<file path="src/rtl/ram_addr_sequencer.sv">
// Strided RAM read sequencer: issues COUNT reads from base by stride and
// streams the returned words out through a 2-entry valid/ready FIFO.
module ram_addr_sequencer #(
    parameter int unsigned ADDR_W = 4,
    parameter int unsigned DATA_W = 8,
    parameter int unsigned CNT_W  = 5
) (
    input  logic              clk,
    input  logic              reset,
    input  logic              start,
    input  logic [ADDR_W-1:0] base_addr,
    input  logic [ADDR_W-1:0] stride,
    input  logic [CNT_W-1:0]  count,
    output logic              ram_en,
    output logic [ADDR_W-1:0] ram_addr,
    input  logic [DATA_W-1:0] ram_rdata,
    output logic              out_valid,
    input  logic              out_ready,
    output logic [DATA_W-1:0] out_data,
    output logic              busy,
    output logic              done
);

    typedef enum logic [1:0] {
        IDLE  = 2'd0,
        ISSUE = 2'd1,
        DRAIN = 2'd2,
        DONE  = 2'd3
    } state_t;

    state_t             state;
    logic [ADDR_W-1:0]  stride_q;
    logic [CNT_W-1:0]   count_q;
    logic [CNT_W-1:0]   issued;
    logic [CNT_W-1:0]   accepted;
    logic               inflight;
    logic [DATA_W-1:0]  tail_data;
    logic               tail_valid;

    logic               pop;
    logic [1:0]         occ_after_pop;
    logic               credit_ok;

    // A word leaving this cycle frees its slot, so reads can run back-to-back.
    always_comb begin
        pop           = out_valid && out_ready;
        occ_after_pop = 2'(out_valid) + 2'(tail_valid) - 2'(pop);
        credit_ok     = (occ_after_pop + 2'(inflight)) <= 2'd1;
        ram_en        = (state == ISSUE) && (issued < count_q) && credit_ok;
    end

    always_ff @(posedge clk) begin
        if (reset) begin
            state      <= IDLE;
            ram_addr   <= '0;
            out_valid  <= 1'b0;
            out_data   <= '0;
            busy       <= 1'b0;
            done       <= 1'b0;
            stride_q   <= '0;
            count_q    <= '0;
            issued     <= '0;
            accepted   <= '0;
            inflight   <= 1'b0;
            tail_data  <= '0;
            tail_valid <= 1'b0;
        end else begin
            inflight <= ram_en;
            done     <= 1'b0;

            // Output FIFO: head register (out_data) plus one tail entry.
            if (inflight) begin
                if (!out_valid) begin
                    out_data  <= ram_rdata;
                    out_valid <= 1'b1;
                end else if (pop) begin
                    if (tail_valid) begin
                        out_data  <= tail_data;
                        tail_data <= ram_rdata;
                    end else begin
                        out_data <= ram_rdata;
                    end
                end else begin
                    tail_data  <= ram_rdata;
                    tail_valid <= 1'b1;
                end
            end else if (pop) begin
                if (tail_valid) begin
                    out_data   <= tail_data;
                    tail_valid <= 1'b0;
                end else begin
                    out_valid <= 1'b0;
                end
            end

            if (pop) begin
                accepted <= accepted + CNT_W'(1);
            end

            if (ram_en) begin
                issued   <= issued + CNT_W'(1);
                ram_addr <= ram_addr + stride_q;
            end

            case (state)
                IDLE: begin
                    if (start) begin
                        if (count != '0) begin
                            state    <= ISSUE;
                            busy     <= 1'b1;
                            ram_addr <= base_addr;
                            stride_q <= stride;
                            count_q  <= count;
                            issued   <= '0;
                            accepted <= '0;
                        end else begin
                            state <= DONE;
                            done  <= 1'b1;
                        end
                    end
                end
                ISSUE: begin
                    if (ram_en && (issued + CNT_W'(1) == count_q)) begin
                        state <= DRAIN;
                    end
                end
                DRAIN: begin
                    if (pop && (accepted + CNT_W'(1) == count_q)) begin
                        state <= DONE;
                        done  <= 1'b1;
                        busy  <= 1'b0;
                    end
                end
                DONE: begin
                    state <= IDLE;
                end
                default: begin
                    state <= IDLE;
                end
            endcase
        end
    end

endmodule
</file>
<file path="config.mk">
export PLATFORM = sky130hd
export DESIGN_NAME = ram_addr_sequencer
export DESIGN_NICKNAME = d
export VERILOG_FILES = /design/src/rtl/ram_addr_sequencer.sv
export SDC_FILE = /design/constraint.sdc
export NUM_CORES = 1
export LEC_CHECK = 0
export ABC_AREA = 1
export CAP_MARGIN = 15
export CELL_PAD_IN_SITES_DETAIL_PLACEMENT = 1
export CELL_PAD_IN_SITES_GLOBAL_PLACEMENT = 1
export CORE_UTILIZATION = 34
export CTS_BUF_LIST = sky130_fd_sc_hd__clkbuf_16
export DETAILED_ROUTE_END_ITERATION = 6
export PLACE_DENSITY = 0.74
export SLEW_MARGIN = 20
export SYNTH_ARGS = -nofsm -noshare
export SYNTH_HDL_FRONTEND = slang
export SYNTH_SLANG_ARGS = --single-unit
export TNS_END_PERCENT = 1
</file>
<file path="constraint.sdc">
create_clock -name clk -period 2.1 [get_ports clk]
set_clock_uncertainty 0.15 [all_clocks]
set_input_delay 0.21 -clock clk [delete_from_list [all_inputs] [get_ports clk]]
set_output_delay 0.21 -clock clk [all_outputs]
set_load 0.02 [all_outputs]
</file>
==> flow_summary.json, run 1 <==
{
  "status": "finished, final reports clean",
  "min_period_ns": 2.07,
  "via_count": 2454,
  "pwr-share-comb_pct": 43.0,
  "r2r-start": "out_valid$_SDFFE_PP0P_",
  "drt-total-wl_um": 7430,
  "root_buffer": "clkbuf_16",
  "relSlewSlack_pct": 77.8,
  "die_w_um": 86.1,
  "drive_above_1_share_pct": 17.0,
  "synth_cell_types": 29,
  "cts_max_path_buffers": 2,
  "place.gp.congestion": 0.790,
  "post-dp-hpwl_um": 5210,
  "fillCellCount": 851,
  "vias_per_cell": 4.95,
  "cap_violations": 0,
  "finalHoldViolCount": 0,
  "firstDrtPassIters": 4,
  "seqPwrFrac_pct": 30.4,
  "clk_latency_ns": 0.29,
  "path_max_fanout": 6,
  "hold_path.startpoint": "tail_data[2]$_SDFFE_PP0P_",
  "drt_first_iter_violations": 93,
  "clkSinkCount": 46,
  "multi_input_area_um2": 1380,
  "synth_warnings": 0,
  "post-place-ws_ns": -0.621,
  "rr_worst_depth": 11,
  "cp-endpoint": "issued[2]$_SDFF_PP0_",
  "syn-instance-count": 330,
  "core_area_um2": 6830,
  "power-per-cell-area_nw_per_um2": 1090,
  "p_sw_uw": 1370,
  "seq_area_frac_synth_pct": 38.3,
  "post-route-drc-count": 0,
  "antenna_found_initial": 0,
  "grt_usage_pct": 20.4,
  "io_pins": 41,
  "wl_met1_um": 3430,
  "synth.top_cell.area_share_pct": 38.3,
  "synth.net_count": 374,
  "ys_ff_latch": 46,
  "rsz0062_at_grt": "yes",
  "synth_edf_count": 0,
  "critPathLaunchType": "flop",
  "period_share_pct": 98.4,
  "grt_max_degree": 23,
  "async_reset_ff_share_pct": 0,
  "initial_utilization_pct": 35.2,
  "grt_pass1_wl_um": 11800,
  "fmax_mhz": 484,
  "cp-end-kind": "flop",
  "avgSynthCellArea_um2": 7.29,
  "top_layer": "met4",
  "clkPwrFrac_pct": 26.7,
  "wl_met2_um": 3690,
  "clkTransAtPathRegs_ns": 0.07,
  "worstSetupPathType": "reg -> reg",
  "postLayoutCoreUtil_pct": 50.3,
  "finalNetCount": 443,
  "setup_viol": 0,
  "die_h_um": 86.1,
  "port_buffers": 40,
  "hold_path.class": "reg -> reg",
  "slew_viol_final": 0,
  "row_count": 30,
  "areaGrowthSynthToFinish_pct": 42.9,
  "worstReg2RegEnd": "issued[2]$_SDFF_PP0_",
  "worst_pin_slew_ns": 0.332,
  "cp.arrival_ns": 2.10,
  "internal_power_uw": 2380,
  "ir_worst_vdd_mv": 0.425,
  "seq_area_um2": 930,
  "syn-cell-area_um2": 2410,
  "synthFlopType": "dfxtp_1",
  "cts_tree": "done",
  "grt_pass1_vias": 2507,
  "required_ns": 2.13,
  "diodes": 0,
  "leakagePower_uw": 0.00141,
  "finalSetupTns_ns": 0,
  "switching_share_pct": 36.5,
  "ant_nets": 0,
  "overflow": 0,
  "cp-startpoint": "out_valid$_SDFFE_PP0P_",
  "ys_top_cells_by_area": "dfxtp_1 (38%), o21ai_0 (10%), ha_1 (9.4%)",
  "wl_met3_um": 209,
  "ctsHtreeMaxLevel": 2,
  "reg2reg_slack_ns": 0.03,
  "cts_buffers": 5,
  "yosysTopAreaCell": "dfxtp_1",
  "layout_setup_ws_ns": 0.0326,
  "wl_per_cell_um": 15.0,
  "dieArea_um2": 7420
}
## layout by cell type, fill, tap and decap left out, types with 2 or more instances in the layout
cell	instances
o21ai_0	45
a211oi_1	3
clkdlybuf4s50_1	38
nand3_1	19
ha_2	2
nand4_1	7
o21ai_1	3
xnor2_1	3
o22ai_1	2
nor3_1	2
nand3_2	2
ha_4	3
nand2_1	40
inv_2	4
o211ai_1	2
dfxtp_1	41
ha_1	13
nor2_2	2
clkbuf_16	6
inv_1	41
a21oi_1	33
nor2_1	33
dfxtp_2	4
buf_6	2
nand2_4	2
buf_4	29
a21oi_4	2
## Yosys cell counts, drive strengths merged, types with 2 or more instances
master and n:
o21ai 49, dfxtp 46, inv 45, nand2 42, nor2 36, a21oi 35
nand3 21, ha 18, nand4 8, clkbuf 6, a211oi 4, xnor2 4
buf 3, nor3 2, o211ai 2, o22ai 2
## worst max-delay path: stages, from the launching register on
cell,delay [ns]
dfxtp_4,0.36
nand2_4,0.05
ha_4,0.24
ha_4,0.24
a21oi_4,0.14
xnor2_2,0.15
nor2_4,0.06
buf_6,0.14
buf_4,0.13
buf_4,0.13
o21ai_2,0.11
a21oi_1,0.05
## flip-flops by register name (all words and copies together) (netlist names)
signal and flops:
accepted 5, busy 1, count_q 5, done 1, inflight 1, issued 5
out_data 8, out_valid 1, ram_addr 4, state 2, stride_q 4, tail_data 8
tail_valid 1
## kinds of logic (layout without fill, tap and decap cells)
| family | count (synthesis) | after routing | synth area share (%) |
|---|---|---|---|
| AOI/OAI and AO/OA | 95 | 95 | 21.2 |
| buffers and inverters | 55 | 125 | 8.73 |
| and+or+nand+nor | 110 | 110 | 19.9 |
| xor gates and xnor gates | 5 | 5 | 1.82 |
| DFF | 46 | 46 | 38.3 |
| adders and majority gates | 19 | 19 | 10.2 |
## through the flow
stage	instances	power, uW	area [um2]	hold WS [ns]
final	496	3740	3440	0.302
after detailed placement	484	2530	3110	0.291
after floorplan	330	1950	2420	0.122
after global routing	496	3990	3440	0.328
after global placement	484	2470	3110	0.284
after CTS	494	3640	3370	0.305
## worst min path at each step
stage,endpoint,cells after the start
2_1_floorplan,out_valid$_SDFFE_PP0P_,1
3_3_place_gp,tail_data[4]$_SDFFE_PP0P_,2
3_5_place_dp,tail_data[5]$_SDFFE_PP0P_,2
4_1_cts,tail_data[2]$_SDFFE_PP0P_,2
5_1_grt,tail_data[2]$_SDFFE_PP0P_,2
6_report,tail_data[2]$_SDFFE_PP0P_,2
## power by group through the flow
stage | clock, uW | combinational [uW] | sequential [uW]
floorplan | 0 | 761 | 1190
global route | 1050 | 1780 | 1150
detailed placement | 0 | 1390 | 1140
finish | 997 | 1610 | 1140
CTS | 1020 | 1490 | 1130
global placement | 0 | 1330 | 1140
## metal layers
layer / global-route usage, % / up-vias
met1: 25.9 / 1177
met3: 4.04 / 6
met5: 0 / -
met2: 34.9 / 37
met4: 6.36 / 0
li1: - / 1234
## cell type report
class | count | share of cell area [%]
clock inverter | 2 | 1.13
inverter | 46 | 5.02
clock buffer | 6 | 4.37
timing repair buffer | 71 | 18.9
sequential | 46 | 27.0
multi-input combinational | 229 | 40.1
tap | 96 | 3.49
## repair_timing
item | CTS | global route
setup endpoints to repair | 11 | 11
buffers inserted | 2 | 2
pin swaps | 6 | 2
gates resized for setup | 17 | 17
hold buffers | 0 | 0
Note: power is estimated with default switching activity, not from simulation.
==> run 2: changes to the inputs <==
--- a/config.mk
+++ b/config.mk
@@ -6,12 +6,13 @@
 export NUM_CORES = 1
 export LEC_CHECK = 0
 export ABC_AREA = 1
-export CAP_MARGIN = 15
+export CAP_MARGIN = 10
 export CELL_PAD_IN_SITES_DETAIL_PLACEMENT = 1
 export CELL_PAD_IN_SITES_GLOBAL_PLACEMENT = 1
 export CORE_UTILIZATION = 34
 export CTS_BUF_LIST = sky130_fd_sc_hd__clkbuf_16
 export DETAILED_ROUTE_END_ITERATION = 6
+export MAX_ROUTING_LAYER = met4
 export PLACE_DENSITY = 0.74
 export SLEW_MARGIN = 20
 export SYNTH_ARGS = -nofsm -noshare
==> flow_summary.json, run 2 (synthesis results as in run 1) <==
{
  "row_count": 30,
  "grt_usage_pct": 21.1,
  "hold_path.startpoint": "tail_data[2]$_SDFFE_PP0P_",
  "port_buffers": 40,
  "layout_commonest_cell": "o21ai_0",
  "slew_viol_final": 0,
  "die_h_um": 86.1,
  "finalHoldViolCount": 0,
  "setup_viol": 0,
  "switching_share_pct": 36.6,
  "finalNetCount": 443,
  "relSlewSlack_pct": 78.3,
  "ant_nets": 0,
  "grt_max_degree": 23,
  "hold_path.class": "reg -> reg",
  "vias_per_cell": 4.92,
  "drive_above_1_share_pct": 17.0,
  "areaGrowthSynthToFinish_pct": 42.9,
  "clkPwrFrac_pct": 26.7,
  "die_w_um": 86.1,
  "top_regs": "out_data x8, tail_data x8",
  "core_area_um2": 6830,
  "leakagePower_uw": 0.00141,
  "diodes": 0,
  "clkTransAtPathRegs_ns": 0.07,
  "grt_pass1_wl_um": 11800,
  "hold_slack_ns": 0.302,
  "layout_setup_ws_ns": 0.0319,
  "placed_cell_area_um2": 3110,
  "power-per-cell-area_nw_per_um2": 1090,
  "path_max_fanout": 6,
  "finalSetupTns_ns": 0,
  "via_count": 2439,
  "min_period_ns": 2.07,
  "required_ns": 2.13,
  "clk_latency_ns": 0.29,
  "initial_utilization_pct": 35.2,
  "status": "finished, final reports clean",
  "dieArea_um2": 7420,
  "cp.arrival_ns": 2.10,
  "drt_first_iter_violations": 91,
  "wl_per_cell_um": 14.9,
  "ir_worst_vdd_mv": 0.425,
  "post-dp-hpwl_um": 5210,
  "antenna_found_initial": 0,
  "ctsHtreeMaxLevel": 2,
  "cts_tree": "done",
  "overflow": 0,
  "cts_buffers": 5,
  "root_buffer": "clkbuf_16",
  "fmax_mhz": 484,
  "cap_violations": 0,
  "period_share_pct": 98.5,
  "pwr-share-comb_pct": 43.0,
  "internal_power_uw": 2380,
  "firstDrtPassIters": 4,
  "cp-startpoint": "out_valid$_SDFFE_PP0P_",
  "placed_cells": 484,
  "io_pins": 41,
  "seqPwrFrac_pct": 30.3,
  "place.gp.congestion": 0.801,
  "finalNonFillerCells": 496,
  "stdcell_area_um2": 3440,
  "cts_hold_buf": 0,
  "fillCellCount": 851,
  "rsz0062_at_grt": "yes",
  "cp-end-kind": "flop",
  "p_sw_uw": 1370,
  "clkSinkCount": 46,
  "post-route-drc-count": 0,
  "worstSetupPathType": "reg -> reg",
  "final_cell_mix": "o21ai_0 (45), inv_1 (41), dfxtp_1 (41), nand2_1 (40), clkdlybuf4s50_1 (38)",
  "drt-total-wl_um": 7420,
  "post-place-ws_ns": -0.621,
  "worst_pin_slew_ns": 0.325,
  "critPathLaunchType": "flop",
  "cts_max_path_buffers": 2,
  "grt_pass1_vias": 2505,
  "r2r-start": "out_valid$_SDFFE_PP0P_"
}
run 2: cell counts in the layout (fill, tap and decap cells not counted):
Identical to the previous run, type by type.
run 2: metal layers:
metal	wire length, um	track usage [%]	part of all wire, %
met1	3490	26.2	47
met2	3710	34.8	50
met3	128	3.75	1.7
met4	91	6.36	1.2
met5	0	-	0
run 2: final timing paths:
path                                    end  slack, ns  cells past startpoint
setup / recovery       issued[2]$_SDFF_PP0_       0.03                     11
hold / removal    tail_data[2]$_SDFFE_PP0P_       0.30                      2
setup reg to reg       issued[2]$_SDFF_PP0_       0.03                     11
hold reg to reg   tail_data[2]$_SDFFE_PP0P_       0.30                      2
run 2: metrics by stage:
stage,power (uW),util [%]
finish,3750,50.3
global route,3990,50.3
CTS,3640,49.3
detailed placement,2530,45.5
global placement,2470,45.5
floorplan,1950,-
run 2: what timing repair did:
action | in CTS | in global routing
buffers inserted | 2 | 2
pin swaps | 6 | 2
resized for setup | 17 | 17
endpoints found under the setup margin | 11 | 11
run 2: power groups by stage:
| stage | registers (uW) | clock network [uW] | logic [uW] |
|---|---|---|---|
| floorplan | 1190 | 0 | 761 |
| global placement | 1140 | 0 | 1330 |
| detailed placement | 1140 | 0 | 1390 |
| CTS | 1130 | 1020 | 1490 |
| global route | 1150 | 1050 | 1780 |
| finish | 1140 | 1000 | 1610 |
run 2: worst max-delay path: stages (launching register included):
cell     delay, ns
dfxtp_4       0.36
nand2_4       0.05
ha_4          0.24
ha_4          0.24
a21oi_4       0.14
xnor2_2       0.15
nor2_4        0.06
buf_6         0.14
buf_4         0.13
buf_4         0.13
o21ai_2       0.11
a21oi_1       0.05
run 2: final cells by class:
class	count	area [um2]	area share [%]
Multi-Input combinational cell	229	1380	40.1
Sequential cell	46	930	27.0
Timing Repair Buffer	71	649	18.9
Inverter	46	173	5.02
Clock buffer	6	150	4.37
Tap cell	96	120	3.49
Clock inverter	2	38.8	1.13
